==> src/rtl/buffer_arbiter_if.sv <==
// Handshake bundle between the producers/consumer and buffer_arbiter.
// The arbiter takes the slave view; the surrounding logic drives the master view.
interface buffer_arbiter_if #(
    parameter int bitwidth    = 8,
    parameter int requesters  = 4,
    parameter int index_width = 2
);
    logic [requesters-1:0]          request;
    logic [requesters*bitwidth-1:0] value_in;
    logic [requesters-1:0]          grant;
    logic [bitwidth-1:0]            value_out;
    logic                           valid;
    logic                           ready;
    logic [index_width-1:0]         owner;

    modport master (
        output request,
        output value_in,
        output ready,
        input  grant,
        input  value_out,
        input  valid,
        input  owner
    );

    modport slave (
        input  request,
        input  value_in,
        input  ready,
        output grant,
        output value_out,
        output valid,
        output owner
    );
endinterface

==> src/rtl/buffer_arbiter.sv <==
// Round-robin arbiter feeding one shared holding register that drains to a
// single consumer over valid/ready. All outputs come straight from flops.
module buffer_arbiter #(
    parameter int bitwidth    = 8,
    parameter int requesters  = 4,
    parameter int index_width = 2
) (
    input  logic             clock,
    input  logic             reset,
    buffer_arbiter_if.slave  bus
);

    typedef enum logic [0:0] {
        IDLE = 1'b0,
        HOLD = 1'b1
    } state_t;

    state_t                  state_q;
    logic [bitwidth-1:0]     value_out_q;
    logic                    valid_q;
    logic [requesters-1:0]   grant_q;
    logic [index_width-1:0]  owner_q;
    logic [index_width-1:0]  last_q;

    logic [requesters-1:0]   eff_req_s;
    logic                    found_s;
    logic [index_width-1:0]  winner_s;
    logic [bitwidth-1:0]     winner_data_s;
    logic [requesters-1:0]   winner_onehot_s;

    // Index base+offset wrapped modulo the number of requesters.
    function automatic logic [index_width-1:0] rr_index(
        input logic [index_width-1:0] base,
        input int                     offset
    );
        int sum;
        sum = int'(base) + offset;
        if (sum >= requesters) begin
            sum = sum - requesters;
        end else begin
            sum = sum;
        end
        return index_width'(sum);
    endfunction

    function automatic logic [requesters-1:0] to_onehot(
        input logic [index_width-1:0] idx
    );
        logic [requesters-1:0] one;
        one = {{(requesters-1){1'b0}}, 1'b1};
        return one << idx;
    endfunction

    // A producer still showing last cycle's grant is not eligible again.
    assign eff_req_s = bus.request & ~grant_q;

    // Search for the first eligible requester starting just after the last winner.
    always_comb begin
        logic [index_width-1:0] cand;
        cand          = '0;
        found_s       = 1'b0;
        winner_s      = '0;
        winner_data_s = '0;
        for (int k = 1; k <= requesters; k++) begin
            cand = rr_index(last_q, k);
            if (!found_s && eff_req_s[cand]) begin
                found_s       = 1'b1;
                winner_s      = cand;
                winner_data_s = bus.value_in[cand*bitwidth +: bitwidth];
            end else begin
                found_s = found_s;
            end
        end
        winner_onehot_s = to_onehot(winner_s);
    end

    // Arbitration FSM: capture, hold, and drain the shared register.
    always_ff @(posedge clock) begin
        if (reset) begin
            state_q     <= IDLE;
            value_out_q <= '0;
            valid_q     <= 1'b0;
            grant_q     <= '0;
            owner_q     <= '0;
            last_q      <= index_width'(requesters - 1);
        end else begin
            case (state_q)
                IDLE: begin
                    if (found_s) begin
                        value_out_q <= winner_data_s;
                        valid_q     <= 1'b1;
                        owner_q     <= winner_s;
                        last_q      <= winner_s;
                        grant_q     <= winner_onehot_s;
                        state_q     <= HOLD;
                    end else begin
                        grant_q <= '0;
                    end
                end
                HOLD: begin
                    // Accepting and refilling on the same edge keeps one word per cycle.
                    if (bus.ready && found_s) begin
                        value_out_q <= winner_data_s;
                        valid_q     <= 1'b1;
                        owner_q     <= winner_s;
                        last_q      <= winner_s;
                        grant_q     <= winner_onehot_s;
                        state_q     <= HOLD;
                    end else if (bus.ready) begin
                        valid_q <= 1'b0;
                        grant_q <= '0;
                        state_q <= IDLE;
                    end else begin
                        grant_q <= '0;
                    end
                end
                default: begin
                    valid_q <= 1'b0;
                    grant_q <= '0;
                    state_q <= IDLE;
                end
            endcase
        end
    end

    assign bus.value_out = value_out_q;
    assign bus.valid     = valid_q;
    assign bus.grant     = grant_q;
    assign bus.owner     = owner_q;

endmodule

==> src/flat_wrapper.sv <==
// flat-port wrapper written by rule: the top's interface ports become plain ports
module buffer_arbiter_flat 
#(
    parameter int bitwidth    = 8,
    parameter int requesters  = 4,
    parameter int index_width = 2
)
  (clock, reset, bus_request, bus_value_in, bus_ready, bus_grant, bus_value_out, bus_valid, bus_owner);
  buffer_arbiter_if #(.bitwidth(bitwidth), .requesters(requesters), .index_width(index_width)) bus_i ();
  input  logic clock;
  input  logic reset;
  input wire logic [$bits(bus_i.request)-1:0] bus_request;
  input wire logic [$bits(bus_i.value_in)-1:0] bus_value_in;
  input wire logic [$bits(bus_i.ready)-1:0] bus_ready;
  output wire logic [$bits(bus_i.grant)-1:0] bus_grant;
  output wire logic [$bits(bus_i.value_out)-1:0] bus_value_out;
  output wire logic [$bits(bus_i.valid)-1:0] bus_valid;
  output wire logic [$bits(bus_i.owner)-1:0] bus_owner;
  assign bus_i.request = bus_request;
  assign bus_i.value_in = bus_value_in;
  assign bus_i.ready = bus_ready;
  assign bus_grant = bus_i.grant;
  assign bus_value_out = bus_i.value_out;
  assign bus_valid = bus_i.valid;
  assign bus_owner = bus_i.owner;
  buffer_arbiter #(.bitwidth(bitwidth), .requesters(requesters), .index_width(index_width)) u_core (.clock(clock), .reset(reset), .bus(bus_i));
endmodule
==> config.mk <==
export PLATFORM = sky130hd
export DESIGN_NAME = buffer_arbiter_flat
export DESIGN_NICKNAME = d
export VERILOG_FILES = /design/src/rtl/buffer_arbiter_if.sv /design/src/rtl/buffer_arbiter.sv /design/src/flat_wrapper.sv
export SDC_FILE = /design/constraint.sdc
export NUM_CORES = 1
export LEC_CHECK = 0
export BUFFER_PORTS_ARGS = -buffer_cell sky130_fd_sc_hd__buf_2
export CORE_ASPECT_RATIO = 1.5
export CORE_MARGIN = 3
export CORE_UTILIZATION = 53
export DETAILED_ROUTE_END_ITERATION = 6
export PLACE_DENSITY = 0.78
export SYNTH_ARGS = -nofsm -noshare
export SYNTH_HDL_FRONTEND = slang
export SYNTH_SLANG_ARGS = --single-unit
==> constraint.sdc <==
create_clock -name clock -period 2.4 [get_ports clock]
set_input_delay 0.24 -clock clock [delete_from_list [all_inputs] [get_ports clock]]
set_output_delay 0.24 -clock clock [all_outputs]
set_load 0.01 [all_outputs]
Yosys cells after proc, flatten, opt, wreduce, memory -nomap -nowiden:

Index checks and enable logic that the tools add are counted.

* flip-flop bits (word level): 18
* output and inout port bits: 15
* word-level logic and storage cells: 83

* $add $sub $neg: 8
* order comparisons: 8
* equality and inequality tests: 3
* shift-type cells: 5
* multiplexer cells: 41
* bitwise gates (word level): 3
* reduce and logical (&&, ||, !) cells: 9

Operators with widths (number)
* 32-bit by 6-bit indexed part select with 8-bit output: 4
* 8-bit 2-to-1 mux: 6
* 2-bit 2-to-1 mux: 10
* 8-bit one-hot mux with 2 select lines: 1
* 1-bit 2-to-1 mux: 14
* 2-bit by 3-bit less-than comparator with 1-bit output (second input constant): 4
* 3-bit >= comparator (second input constant): 3
* 1-bit binary-select mux with 2-bit select: 4
* 4-bit 2-to-1 mux: 2
* 4-bit one-hot mux with 2 select lines: 1
* 2-bit by 1-bit subtractor with 2-bit output (second input constant): 4
* 2-bit by 2-bit adder with 3-bit output (second input constant): 2
* 2-bit by 3-bit adder with 4-bit output (second input constant): 1
* 4-bit bitwise AND: 1
* 4-bit by 3-bit >= comparator with 1-bit output (second input constant): 1
* 1-bit logical AND: 4
* 4-bit NOT: 1
* 1-bit one-hot mux with 2 select lines: 2
* 2-bit one-hot mux with 2 select lines: 1
* 2-bit AND reduction: 2
* 1-bit by 2-bit left shift with 4-bit output (first input constant): 1
* 2-bit by 1-bit adder with 3-bit output (second input constant): 1
* 1-bit zero test: 3
* 3-bit inequality test (second input constant): 1
* 3 further kinds: 3

Depth between registers and ports, before layout:

Gate-level depths: netlist of the first run.

* depth after elaboration: 18
* gate-level depth with buffers: 8
* depth with buffers taken out: 6

Worst setup path after synthesis of the first run:

OpenSTA, ideal clock, no wires.

* path type: register -> register
* start point: register u_core.grant_q[3] (netlist: u_core.bus.grant[3])
* end point: register u_core.value_out_q[6] (netlist: u_core.bus.value_out[6])
* setup time: 0.079 ns
* arrival: 1.731 ns
* slack: 0.590 ns
* stages on the path, launching flop included: 8
* path buffers: 1
* clock period less this slack: 1.810 ns
* cell sequence: dfxtp_1 and2b_4 nor4_4 o211ai_1 a21boi_4 buf_6 o31a_1 a211oi_2

* longest elaborated chain between the ends: 17

Ends and longest elaborated chain
* start: declaration: RTL line buffer_arbiter.sv:21 `logic [requesters-1:0] grant_q;`
* start signal: assignment: RTL line buffer_arbiter.sv:94 `grant_q <= winner_onehot_s;`
* start signal: assignment: RTL line buffer_arbiter.sv:107 `grant_q <= winner_onehot_s;`
* 4-bit NOT *: RTL line buffer_arbiter.sv:55 `assign eff_req_s = bus.request & ~grant_q;`
* 4-bit bitwise AND *: RTL line buffer_arbiter.sv:55
* 1-bit binary-select mux with 2-bit select: RTL line buffer_arbiter.sv:66 `if (!found_s && eff_req_s[cand]) begin`
* 1-bit 2-to-1 mux (implied by the code): RTL line buffer_arbiter.sv:66
* 1-bit 2-to-1 mux: RTL line buffer_arbiter.sv:66
* 1-bit zero test: RTL line buffer_arbiter.sv:66
* 1-bit logical AND: RTL line buffer_arbiter.sv:66
* 1-bit 2-to-1 mux: RTL line buffer_arbiter.sv:66
* 1-bit zero test: RTL line buffer_arbiter.sv:66
* 1-bit logical AND: RTL line buffer_arbiter.sv:66
* 1-bit 2-to-1 mux: RTL line buffer_arbiter.sv:66
* 1-bit zero test: RTL line buffer_arbiter.sv:66
* 1-bit logical AND: RTL line buffer_arbiter.sv:66
* 1-bit 2-to-1 mux: RTL line buffer_arbiter.sv:66
* 1-bit logical AND: RTL line buffer_arbiter.sv:102 `if (bus.ready && found_s) begin`
* 2-bit inequality test (no line)
* 2-bit AND reduction (no line)
* end signal: assignment: RTL line buffer_arbiter.sv:90 `value_out_q <= winner_data_s;`
* end signal: assignment: RTL line buffer_arbiter.sv:103 `value_out_q <= winner_data_s;`
* end: declaration: RTL line buffer_arbiter.sv:19 `logic [bitwidth-1:0] value_out_q;`

Mark *: on every way between the ends. The rest lies on a longest branch, timed or not. The select of a mux whose other input is x is not followed.
A chain may end at the register's enable or synchronous reset.

Worst setup path in the final report of the first run:

* start point: register u_core.last_q[1]
* end point: register u_core.value_out_q[3] (netlist: u_core.bus.value_out[3])

* longest elaborated chain between the ends: 18

Ends and longest elaborated chain
* start: declaration: RTL line buffer_arbiter.sv:23 `logic [index_width-1:0] last_q;`
* start signal: assignment: RTL line buffer_arbiter.sv:85 `last_q <= index_width'(requesters - 1);`
* start signal: assignment: RTL line buffer_arbiter.sv:93 `last_q <= winner_s;`
* start signal: assignment: RTL line buffer_arbiter.sv:106 `last_q <= winner_s;`
* 2-bit by 1-bit adder with 3-bit output: RTL line buffer_arbiter.sv:37 `sum = int'(base) + offset;`
* 3-bit >= comparator or 2-bit by 1-bit subtractor with 2-bit output (tied branches): RTL line buffer_arbiter.sv:38, buffer_arbiter.sv:39
* 2-bit 2-to-1 mux: RTL line buffer_arbiter.sv:38 `if (sum >= requesters) begin`
* 1-bit binary-select mux with 2-bit select: RTL line buffer_arbiter.sv:66
* 1-bit 2-to-1 mux (implied by the code): RTL line buffer_arbiter.sv:66
* 1-bit 2-to-1 mux: RTL line buffer_arbiter.sv:66
* 1-bit zero test: RTL line buffer_arbiter.sv:66
* 1-bit logical AND: RTL line buffer_arbiter.sv:66
* (+2 left out)
* 1-bit logical AND: RTL line buffer_arbiter.sv:66
* 1-bit 2-to-1 mux: RTL line buffer_arbiter.sv:66
* 1-bit zero test: RTL line buffer_arbiter.sv:66
* 1-bit logical AND: RTL line buffer_arbiter.sv:66
* 1-bit 2-to-1 mux: RTL line buffer_arbiter.sv:66
* 1-bit logical AND: RTL line buffer_arbiter.sv:102
* 2-bit inequality test (no line)
* 2-bit AND reduction (no line)

Parallel ways exist; a longest one is shown, timed or not. The select of a mux whose other input is x is not followed.

==> results of run 1 <==
## logic make-up (layout without fill, tap and decap cells)
group	Yosys count	in the layout	synth area share
simple gates	84	84	0.220
compound gates	79	79	0.314
mux	40	40	0.221
buf+inv	20	70	0.0598
flops	18	18	0.185
## how the worst min path moves through the flow
stage / to / slack (ps) / cells after the start
after CTS: u_core.bus.valid / 190 / 2
after global placement: u_core.bus.valid / 440 / 1
after floorplan: u_core.bus.valid / 360 / 1
after detailed placement: u_core.bus.valid / 450 / 1
after global routing: u_core.bus.valid / 200 / 2
final: u_core.bus.valid / 180 / 2
## cell usage in the layout (no fill, tap or decap), drive strengths merged, types with 2 or more instances in the layout
master  count
inv         2
nand2      18
and2b       3
o31a        8
o311ai      8
nand3       3
nor3       10
dfxtp      18
and4        2
o21ai       3
nand2b      7
nor4b       2
buf        64
clkbuf      4
nand4       2
a22oi      16
nor4        2
nor2       31
a211oi     10
a21oi      14
mux2       24
mux2i      16
o22ai      12
## synth_stat cells, types with 6 or more instances
cell type	count	area share
mux2i_1	16	0.082
o311ai_1	8	0.036
dfxtp_1	18	0.19
o31a_1	8	0.036
buf_2	6	0.015
a21oi_1	14	0.036
mux2_2	24	0.14
nand2_1	18	0.035
nor2_1	31	0.060
a22oi_1	16	0.062
nor3_1	10	0.026
a211oi_1	7	0.027
o22ai_1	9	0.029
## registers in the layout, summed over array words and instances (netlist names)
register              flops
u_core.state_q            1
u_core.bus.grant          4
u_core.last_q             2
u_core.bus.value_out      8
u_core.bus.valid          1
u_core.bus.owner          2
## per-layer routing
metal | share of wire | track usage | vias up | routed length, um
met4 | 0.015 | 0.102 | 0 | 86
li1 | - | - | 1029 | -
met2 | 0.53 | 0.485 | 129 | 3060
met3 | 0.090 | 0.0402 | 12 | 518
met1 | 0.36 | 0.288 | 994 | 2080
met5 | 0 | 0 | - | 0
## area by class of cell
cell class	count	area, um2
Tap cell	42	52.6
Timing Repair Buffer	64	348
Multi-Input combinational cell	203	1470
Inverter	2	7.51
Sequential cell	18	360
Fill cell	322	1190
Clock buffer	4	55.1
## worst max-delay path, cell delays in order (launching register included)
cell and delay [ps]:
dfxtp_1 650, nand2b_1 150, o22ai_1 370, buf_4 220, a22oi_1 60, nor3_1 150, o311ai_1 130, a211oi_1 260
## power groups by stage
stage | sequential, mW | clock, mW | combinational (mW)
global placement | 0.389 | 0 | 0.746
global route | 0.392 | 0.281 | 0.836
detailed placement | 0.391 | 0 | 0.756
CTS | 0.384 | 0.264 | 0.758
floorplan | 0.399 | 0 | 0.546
finish | 0.385 | 0.263 | 0.765
==> flow_metrics.env, run 1 <==
export IMPL_die_x_um=55.5
export IMPL_cp_required_ps=2570
export IMPL_status="finished, final reports clean"
export IMPL_syn_area_um2=1950
export IMPL_cts_resized=0
export IMPL_power_internal_mw=0.834
export IMPL_switching_power_mw=0.579
export IMPL_whs_ps=185
export IMPL_total_leakage_power_nw=1.01
export IMPL_die_y_um=80.2
export IMPL_syn_to_final_growth_pct=17.8
export IMPL_antenna_left=0
export IMPL_fmax_ghz=0.477
export IMPL_rsz0062_at_grt="no"
export IMPL_postCtsSetupBuffers=0
export IMPL_vias=2164
export IMPL_worstSetupPathType="reg2reg"
export IMPL_synth_nets=280
export IMPL_critPathCapture="u_core.bus.value_out[3]"
export IMPL_grt_max_degree=25
export IMPL_ys_ff_latch=18
export IMPL_swShare=0.410
export IMPL_wire_per_inst_um=17.3
export IMPL_reg2reg_to="u_core.bus.value_out[3]"
export IMPL_design_area_um2=2290
export IMPL_r2r_slack_ps=310
export IMPL_dp_slack_ps=329
export IMPL_worst_ep_arrival_time_ps=2260
export IMPL_initial_utilization=0.559
export IMPL_htreeDepth=1
export IMPL_place_gp_congestion=0.827
export IMPL_post_cts_hold_buffer_count=0
export IMPL_slew_viol_final=0
export IMPL_syn_avg_cell_area_um2=8.07
export IMPL_finalNetCount=331
export IMPL_coreArea_um2=3480
export IMPL_finalPower_mw=1.41
export IMPL_port_buffers=53
export IMPL_finalClockSkew_ps=0.771
export IMPL_peakVddDrop_mv=0.618
export IMPL_power_density_nw_per_um2=616
export IMPL_drc_errors=0
export IMPL_finalCriticalPeriod_ps=2090
export IMPL_dp_cells=329
export IMPL_clk_latency_ps=260
export IMPL_tightest_slew_ps=643
export IMPL_io_pins=54
export IMPL_grt_use_total=0.259
export IMPL_start_kind="flop"
export IMPL_vias_per_cell=6.50
export IMPL_drv_cap=0
export IMPL_cts_tree="yes"
export IMPL_clock_sinks=18
export IMPL_r2r_cells=7
export IMPL_maxSlewHeadroom=0.567
export IMPL_final_util=0.659
export IMPL_syn_inst=241
export IMPL_grt_ovfl_total=0
export IMPL_min_from="bus_ready"
export IMPL_layoutNonFillerInstCount=333
export IMPL_reg2reg_from="u_core.last_q[1]"
export IMPL_ctsRootBufferMaster="clkbuf_8"
export IMPL_grt_pass1_wl_um=9420
export IMPL_place_area_um2=2240
export IMPL_cts_max_path_buffers=2
export IMPL_endpoint_kind="flop"
export IMPL_first_pass_iters=5
export IMPL_seq_power_share=0.272
export IMPL_setup_ws_ps=305
export IMPL_fin_setup_tns_ps=0
export IMPL_rows=26
export IMPL_synthArstFlopShare=0
export IMPL_dieArea_um2=4450
export IMPL_yosysUniqueCellTypes=45
export IMPL_synth_edf_count=0
export IMPL_cp_startpoint="u_core.last_q[1]"
export IMPL_cts_buffers=3
export IMPL_clkSlewWorstSetupHoldPaths_ps=80
export IMPL_drtIter0Drc=99
export IMPL_drt_total_wl_um=5750
export IMPL_dp_hpwl_um=4100
export IMPL_clock_power_share=0.186
export IMPL_p_comb_frac=0.542
export IMPL_seq_area_frac_synth=0.185
export IMPL_diodes=0
export IMPL_finalSetupViolations=0
export IMPL_grt_pass1_vias=2104
export IMPL_period_share=0.873
export IMPL_layout_drive_gt1_share=0.357
export IMPL_synth_ff_type="dfxtp_1"
export IMPL_hold_path_class="in2reg"
export IMPL_final_hold_viol_count=0
export IMPL_cp_max_fo=16
export IMPL_antenna_found_initial=0
export IMPL_synth_warnings=0
No activity file was read; power rests on OpenSTA's default activity.
==> inputs of run 2 (changes only) <==
- ABC_AREA: unset -> 1
==> run 2 against run 1 <==
Critical path depth up 5. Non-clock buffer count down 6. Total power up 120%. Critical endpoint is now u_core.bus.grant[1]. Largest power group unchanged. Highest routed layer unchanged.
==> flow_metrics.env, run 2 <==
export IMPL_finalCriticalPeriod_ps=2050
export IMPL_cp_num_buf_inv=2
export IMPL_worst_ep_arrival_time_ps=2200
export IMPL_htreeDepth=1
export IMPL_yosysUniqueCellTypes=25
export IMPL_synthArstFlopShare=0
export IMPL_maxSlewHeadroom=0.769
export IMPL_grt_max_degree=30
export IMPL_cpMostUsedCell="nand2_4"
export IMPL_rows=26
export IMPL_ys_ff_latch=18
export IMPL_finalPower_mw=3.08
export IMPL_ctsRootBufferMaster="clkbuf_8"
export IMPL_vias=2228
export IMPL_synth_edf_count=0
export IMPL_antenna_found_initial=0
export IMPL_finalNetCount=422
export IMPL_power_internal_mw=1.32
export IMPL_cts_buffers=3
export IMPL_cpLargestDelayFamily="simple AND/OR/NAND/NOR gates"
export IMPL_drt_total_wl_um=5170
export IMPL_status="finished, final reports clean"
export IMPL_crit_path_max_incr_delay_ps=370
export IMPL_drv_cap=0
export IMPL_tightest_slew_ps=345
export IMPL_largest_register_ffs=8
export IMPL_diodes=0
export IMPL_grt_pass1_vias=2036
export IMPL_cts_max_path_buffers=2
export IMPL_synth_nets=377
export IMPL_grt_pass1_wl_um=8650
export IMPL_cts_tree="yes"
export IMPL_critical_path_cell_chain="inv_4 > nand2_1 > nand2_2 > nand3_1 > nand2_4 > nand2_4 > nor2_8 > nand2_4 > nand3b_2 > inv_2 > nand2_1 > nor2_1"
export IMPL_antenna_left=0
export IMPL_coreArea_um2=3450
export IMPL_whs_ps=283
export IMPL_clkSlewWorstSetupHoldPaths_ps=80
export IMPL_setup_ws_ps=348
export IMPL_post_cts_hold_buffer_count=0
export IMPL_start_kind="flop"
export IMPL_slew_viol_final=0
export IMPL_grt_use_total=0.241
export IMPL_syn_area_um2=1930
export IMPL_syn_avg_cell_area_um2=5.72
export IMPL_wire_per_inst_um=12.2
export IMPL_seq_area_frac_synth=0.186
export IMPL_p_comb_frac=0.768
export IMPL_dp_hpwl_um=4010
export IMPL_postCtsSetupBuffers=0
export IMPL_period_share=0.855
export IMPL_synth_area_leaders="nand2_1 28%, dfxtp_1 19%, o21ai_0 7.2%, nand3_1 6.2%, nor2_1 6.0%"
export IMPL_io_pins=54
export IMPL_power_density_nw_per_um2=1380
export IMPL_finalSetupViolations=0
export IMPL_total_leakage_power_nw=1.26
export IMPL_grt_ovfl_total=0
export IMPL_final_cell_mix="142 x nand2_1, 53 x buf_2, 31 x nor2_1"
export IMPL_hold_path_class="in2reg"
export IMPL_seq_power_share=0.148
export IMPL_clk_latency_ps=260
export IMPL_vias_per_cell=5.25
export IMPL_die_x_um=55.3
export IMPL_peakVddDrop_mv=0.825
export IMPL_final_hold_viol_count=0
export IMPL_initial_utilization=0.561
export IMPL_synth_top_area_frac=0.276
export IMPL_fin_setup_tns_ps=0
export IMPL_drtIter0Drc=78
export IMPL_finalClockSkew_ps=7.29
export IMPL_first_pass_iters=4
export IMPL_clock_power_share=0.084
export IMPL_crit_slowest_cell="dfxtp_1"
export IMPL_swShare=0.573
export IMPL_die_y_um=80.0
export IMPL_port_buffers=53
export IMPL_synth_most_common_cell="nand2_1"
export IMPL_clock_sinks=18
export IMPL_drc_errors=0
export IMPL_fmax_ghz=0.487
export IMPL_syn_inst=338
export IMPL_syn_to_final_growth_pct=15.2
export IMPL_dieArea_um2=4430
export IMPL_layout_commonest_cell="nand2_1"
export IMPL_worstSetupPathType="reg2reg"
export IMPL_ys_top_cells_by_count="142 x nand2_1, 31 x nor2_1, 28 x o21ai_0"
export IMPL_synth_area_leader_cell="nand2_1"
export IMPL_switching_power_mw=1.77
export IMPL_cp_required_ps=2550
export IMPL_cts_resized=0
export IMPL_r2r_slack_ps=350
export IMPL_synth_warnings=0
export IMPL_endpoint_kind="flop"
export IMPL_rsz0062_at_grt="no"
export IMPL_layout_drive_gt1_share=0.223
export IMPL_dp_slack_ps=357
export IMPL_synth_ff_type="dfxtp_1"
export IMPL_place_gp_congestion=0.881
export IMPL_cp_max_fo=29
[run 2: cell types whose count changed in the layout (fill, tap and decap cells not counted), moves of 10 or more]
cell / delta
a21oi_1: -10
a22oi_1: -16
inv_1: +19
mux2_2: -24
nand2_1: +124
nand3_1: +21
nor3_1: -10
o21ai_0: +25
[run 2: metrics by stage]
stage / area (um2) / util / cells
after global routing: 2230 / 0.646 / 424
after floorplan: 1930 / - / 338
after detailed placement: 2170 / 0.630 / 420
final: 2230 / 0.646 / 424
after CTS: 2230 / 0.646 / 424
after global placement: 2170 / 0.630 / 420
[run 2: layout make-up]
cell class                 instances  area [um2]
clock buffer                       4        55.1
timing repair buffer              58         303
inverter                          24        97.6
multi-input combinational        278        1360
sequential                        18         360
tap                               42        52.6
fill                             364        1220
[run 2: cell families (layout without fill, tap and decap cells)]
| group | Yosys count | after routing | synth area share |
|---|---|---|---|
| AND/OR/NAND/NOR | 223 | 223 | 0.521 |
| AO/OA/AOI/OAI | 48 | 48 | 0.146 |
| buffers and inverters | 42 | 86 | 0.111 |
| flip-flops | 18 | 18 | 0.186 |
| multiplexers | 7 | 7 | 0.0362 |
[run 2: routing by layer]
| layer | vias to the layer above | global-route usage | share of wire |
|---|---|---|---|
| li1 | 1184 | - | - |
| met1 | 976 | 0.272 | 0.39 |
| met2 | 59 | 0.456 | 0.54 |
| met3 | 9 | 0.0243 | 0.041 |
| met4 | 0 | 0.0900 | 0.022 |
| met5 | - | 0 | 0 |
[run 2: worst reg2reg max path: stages, from the launching register on]
cell and delay [ps]:
dfxtp_1 370, inv_4 260, nand2_1 120, nand2_2 140
nand3_1 130, nand2_4 190, nand2_4 90, nor2_8 150
nand2_4 80, nand3b_2 200, inv_2 70, nand2_1 90
nor2_1 50
[run 2: final timing paths]
| check | depth (start not counted) | from | end |
|---|---|---|---|
| setup / recovery | 12 | u_core.last_q[0] | u_core.bus.grant[1] |
| hold / removal | 2 | reset | u_core.bus.valid |
| hold reg to reg | 2 | u_core.bus.value_out[5] | u_core.bus.value_out[5] |
| setup reg to reg | 12 | u_core.last_q[0] | u_core.bus.grant[1] |
[run 2: power groups by stage]
stage / registers, mW / logic (mW) / clock network, mW
after floorplan: 0.479 / 1.91 / 0
after global placement: 0.460 / 2.31 / 0
after detailed placement: 0.463 / 2.36 / 0
after CTS: 0.457 / 2.37 / 0.258
after global routing: 0.469 / 2.69 / 0.270
final: 0.456 / 2.37 / 0.259
==> inputs of run 3 (changes only) <==
- CORE_ASPECT_RATIO: 1.5 -> 0.75
==> run 3 against run 2 <==
First-iteration DRC count up 95%. Global-route usage down 1.7 points. Final cell count up 1.9%. Sequential share of layout area down 0.072 points. Core utilization up 1.2 points. Die area down 0.16%. Worst setup slack worse by 64 ps. Sequential cell count unchanged. Register-to-register slack worse by 60 ps. Critical endpoint is now u_core.bus.owner[0].
==> flow_metrics.env, run 3 (same netlist as run 2, synthesis figures left out) <==
export IMPL_status="finished, final reports clean"
export IMPL_rows=18
export IMPL_cp_startpoint="u_core.last_q[0]"
export IMPL_worstSetupPathType="reg2reg"
export IMPL_clk_latency_ps=250
export IMPL_reg2reg_from="u_core.last_q[0]"
export IMPL_die_y_um=58.3
export IMPL_r2r_slack_ps=280
export IMPL_peakVddDrop_mv=0.762
export IMPL_port_buffers=53
export IMPL_layoutNonFillerInstCount=432
export IMPL_grt_use_total=0.224
export IMPL_tightest_slew_ps=408
export IMPL_slew_viol_final=0
export IMPL_final_util=0.658
export IMPL_post_cts_hold_buffer_count=0
export IMPL_syn_to_final_growth_pct=15.7
export IMPL_rsz0062_at_grt="no"
export IMPL_layout_drive_gt1_share=0.223
export IMPL_maxSlewHeadroom=0.728
export IMPL_cts_max_path_buffers=2
export IMPL_fmax_ghz=0.473
export IMPL_worst_ep_arrival_time_ps=2260
export IMPL_ctsRootBufferMaster="clkbuf_8"
export IMPL_clkSlewWorstSetupHoldPaths_ps=70
export IMPL_largest_register_ffs=8
export IMPL_drtIter0Drc=152
export IMPL_grt_max_degree=40
export IMPL_dp_cells=428
export IMPL_ff_latch_area_um2=360
export IMPL_power_density_nw_per_um2=1370
export IMPL_drc_errors=0
export IMPL_finalNetCount=422
export IMPL_cts_buffers=3
export IMPL_n_fill_cell=323
export IMPL_layout_commonest_cell="nand2_1"
export IMPL_vias_per_cell=5.14
export IMPL_cts_tree="yes"
export IMPL_total_leakage_power_nw=1.26
export IMPL_drt_total_wl_um=5000
export IMPL_antenna_left=0
export IMPL_finalCriticalPeriod_ps=2120
export IMPL_cp_required_ps=2540
export IMPL_htreeDepth=1
export IMPL_setup_ws_ps=284
export IMPL_diodes=0
export IMPL_place_gp_congestion=0.879
export IMPL_initial_utilization=0.569
export IMPL_dp_slack_ps=329
export IMPL_die_x_um=75.8
export IMPL_hold_path_class="in2reg"
export IMPL_grt_ovfl_total=0
export IMPL_clock_sinks=18
export IMPL_multi_input_area_um2=1360
export IMPL_coreArea_um2=3400
export IMPL_grt_pass1_wl_um=7870
export IMPL_dp_hpwl_um=3720
export IMPL_cts_resized=0
export IMPL_cp_max_fo=29
export IMPL_drv_cap=0
export IMPL_antenna_found_initial=0
export IMPL_min_from="reset"
export IMPL_whs_ps=287
export IMPL_vias=2219
export IMPL_finalSetupViolations=0
export IMPL_dieArea_um2=4420
export IMPL_finalClockSkew_ps=6.24
export IMPL_final_cell_mix="142 x nand2_1, 53 x buf_2, 31 x nor2_1"
export IMPL_io_pins=54
export IMPL_start_kind="flop"
export IMPL_period_share=0.882
export IMPL_endpoint_kind="flop"
export IMPL_grt_pass1_vias=1748
export IMPL_first_pass_iters=5
export IMPL_postCtsSetupBuffers=0
export IMPL_final_hold_viol_count=0
export IMPL_fin_setup_tns_ps=0
export IMPL_wire_per_inst_um=11.6
==> run 3: cell counts in the layout (fill, tap and decap cells not counted) <==
No cell type changed its count.
==> run 3: per-stage QoR <==
step	power, mW	area, um2
final	3.07	2240
after floorplan	2.39	1930
after global routing	3.38	2240
after detailed placement	2.78	2180
after CTS	3.05	2240
after global placement	2.77	2180
==> run 3: per-layer routing <==
metal	global-route usage	part of all wire	up-vias
met3	0.0137	0.073	8
li1	-	-	1186
met4	0.0648	0.012	0
met2	0.320	0.40	89
met5	0	0	-
met1	0.357	0.52	936
==> run 3: path summary, 6_finish.rpt <==
check / endpoint / cells past startpoint
worst max register to register: u_core.bus.owner[0] / 12
worst min register to register: u_core.bus.value_out[5] / 2
worst min-delay path: u_core.bus.value_out[0] / 2
worst max-delay path: u_core.bus.owner[0] / 12
==> run 3: worst max-delay path, stage by stage (launching register included) <==
cell and delay [ps]:
dfxtp_1 400, inv_4 280, nand2_1 110, nand2_2 160, nand3_1 140, nand2_4 190
nand2_4 90, nor2_8 150, nand2_4 80, nand3b_2 190, inv_2 70, nand2_1 110
nand2_1 60
==> run 3: area by class of cell <==
| class | instances | share of cell area |
|---|---|---|
| multi-input combinational | 278 | 0.608 |
| sequential | 18 | 0.161 |
| timing repair buffer | 58 | 0.135 |
| inverter | 24 | 0.0436 |
| tap | 50 | 0.0279 |
| clock buffer | 4 | 0.0246 |
==> run 3: report_power, final <==
group | internal (mW) | switching [mW] | total, mW
Combinational | 0.770 | 1.58 | 2.35
Sequential | 0.400 | 0.0805 | 0.480
Clock | 0.146 | 0.0974 | 0.243
Total | 1.32 | 1.75 | 3.07
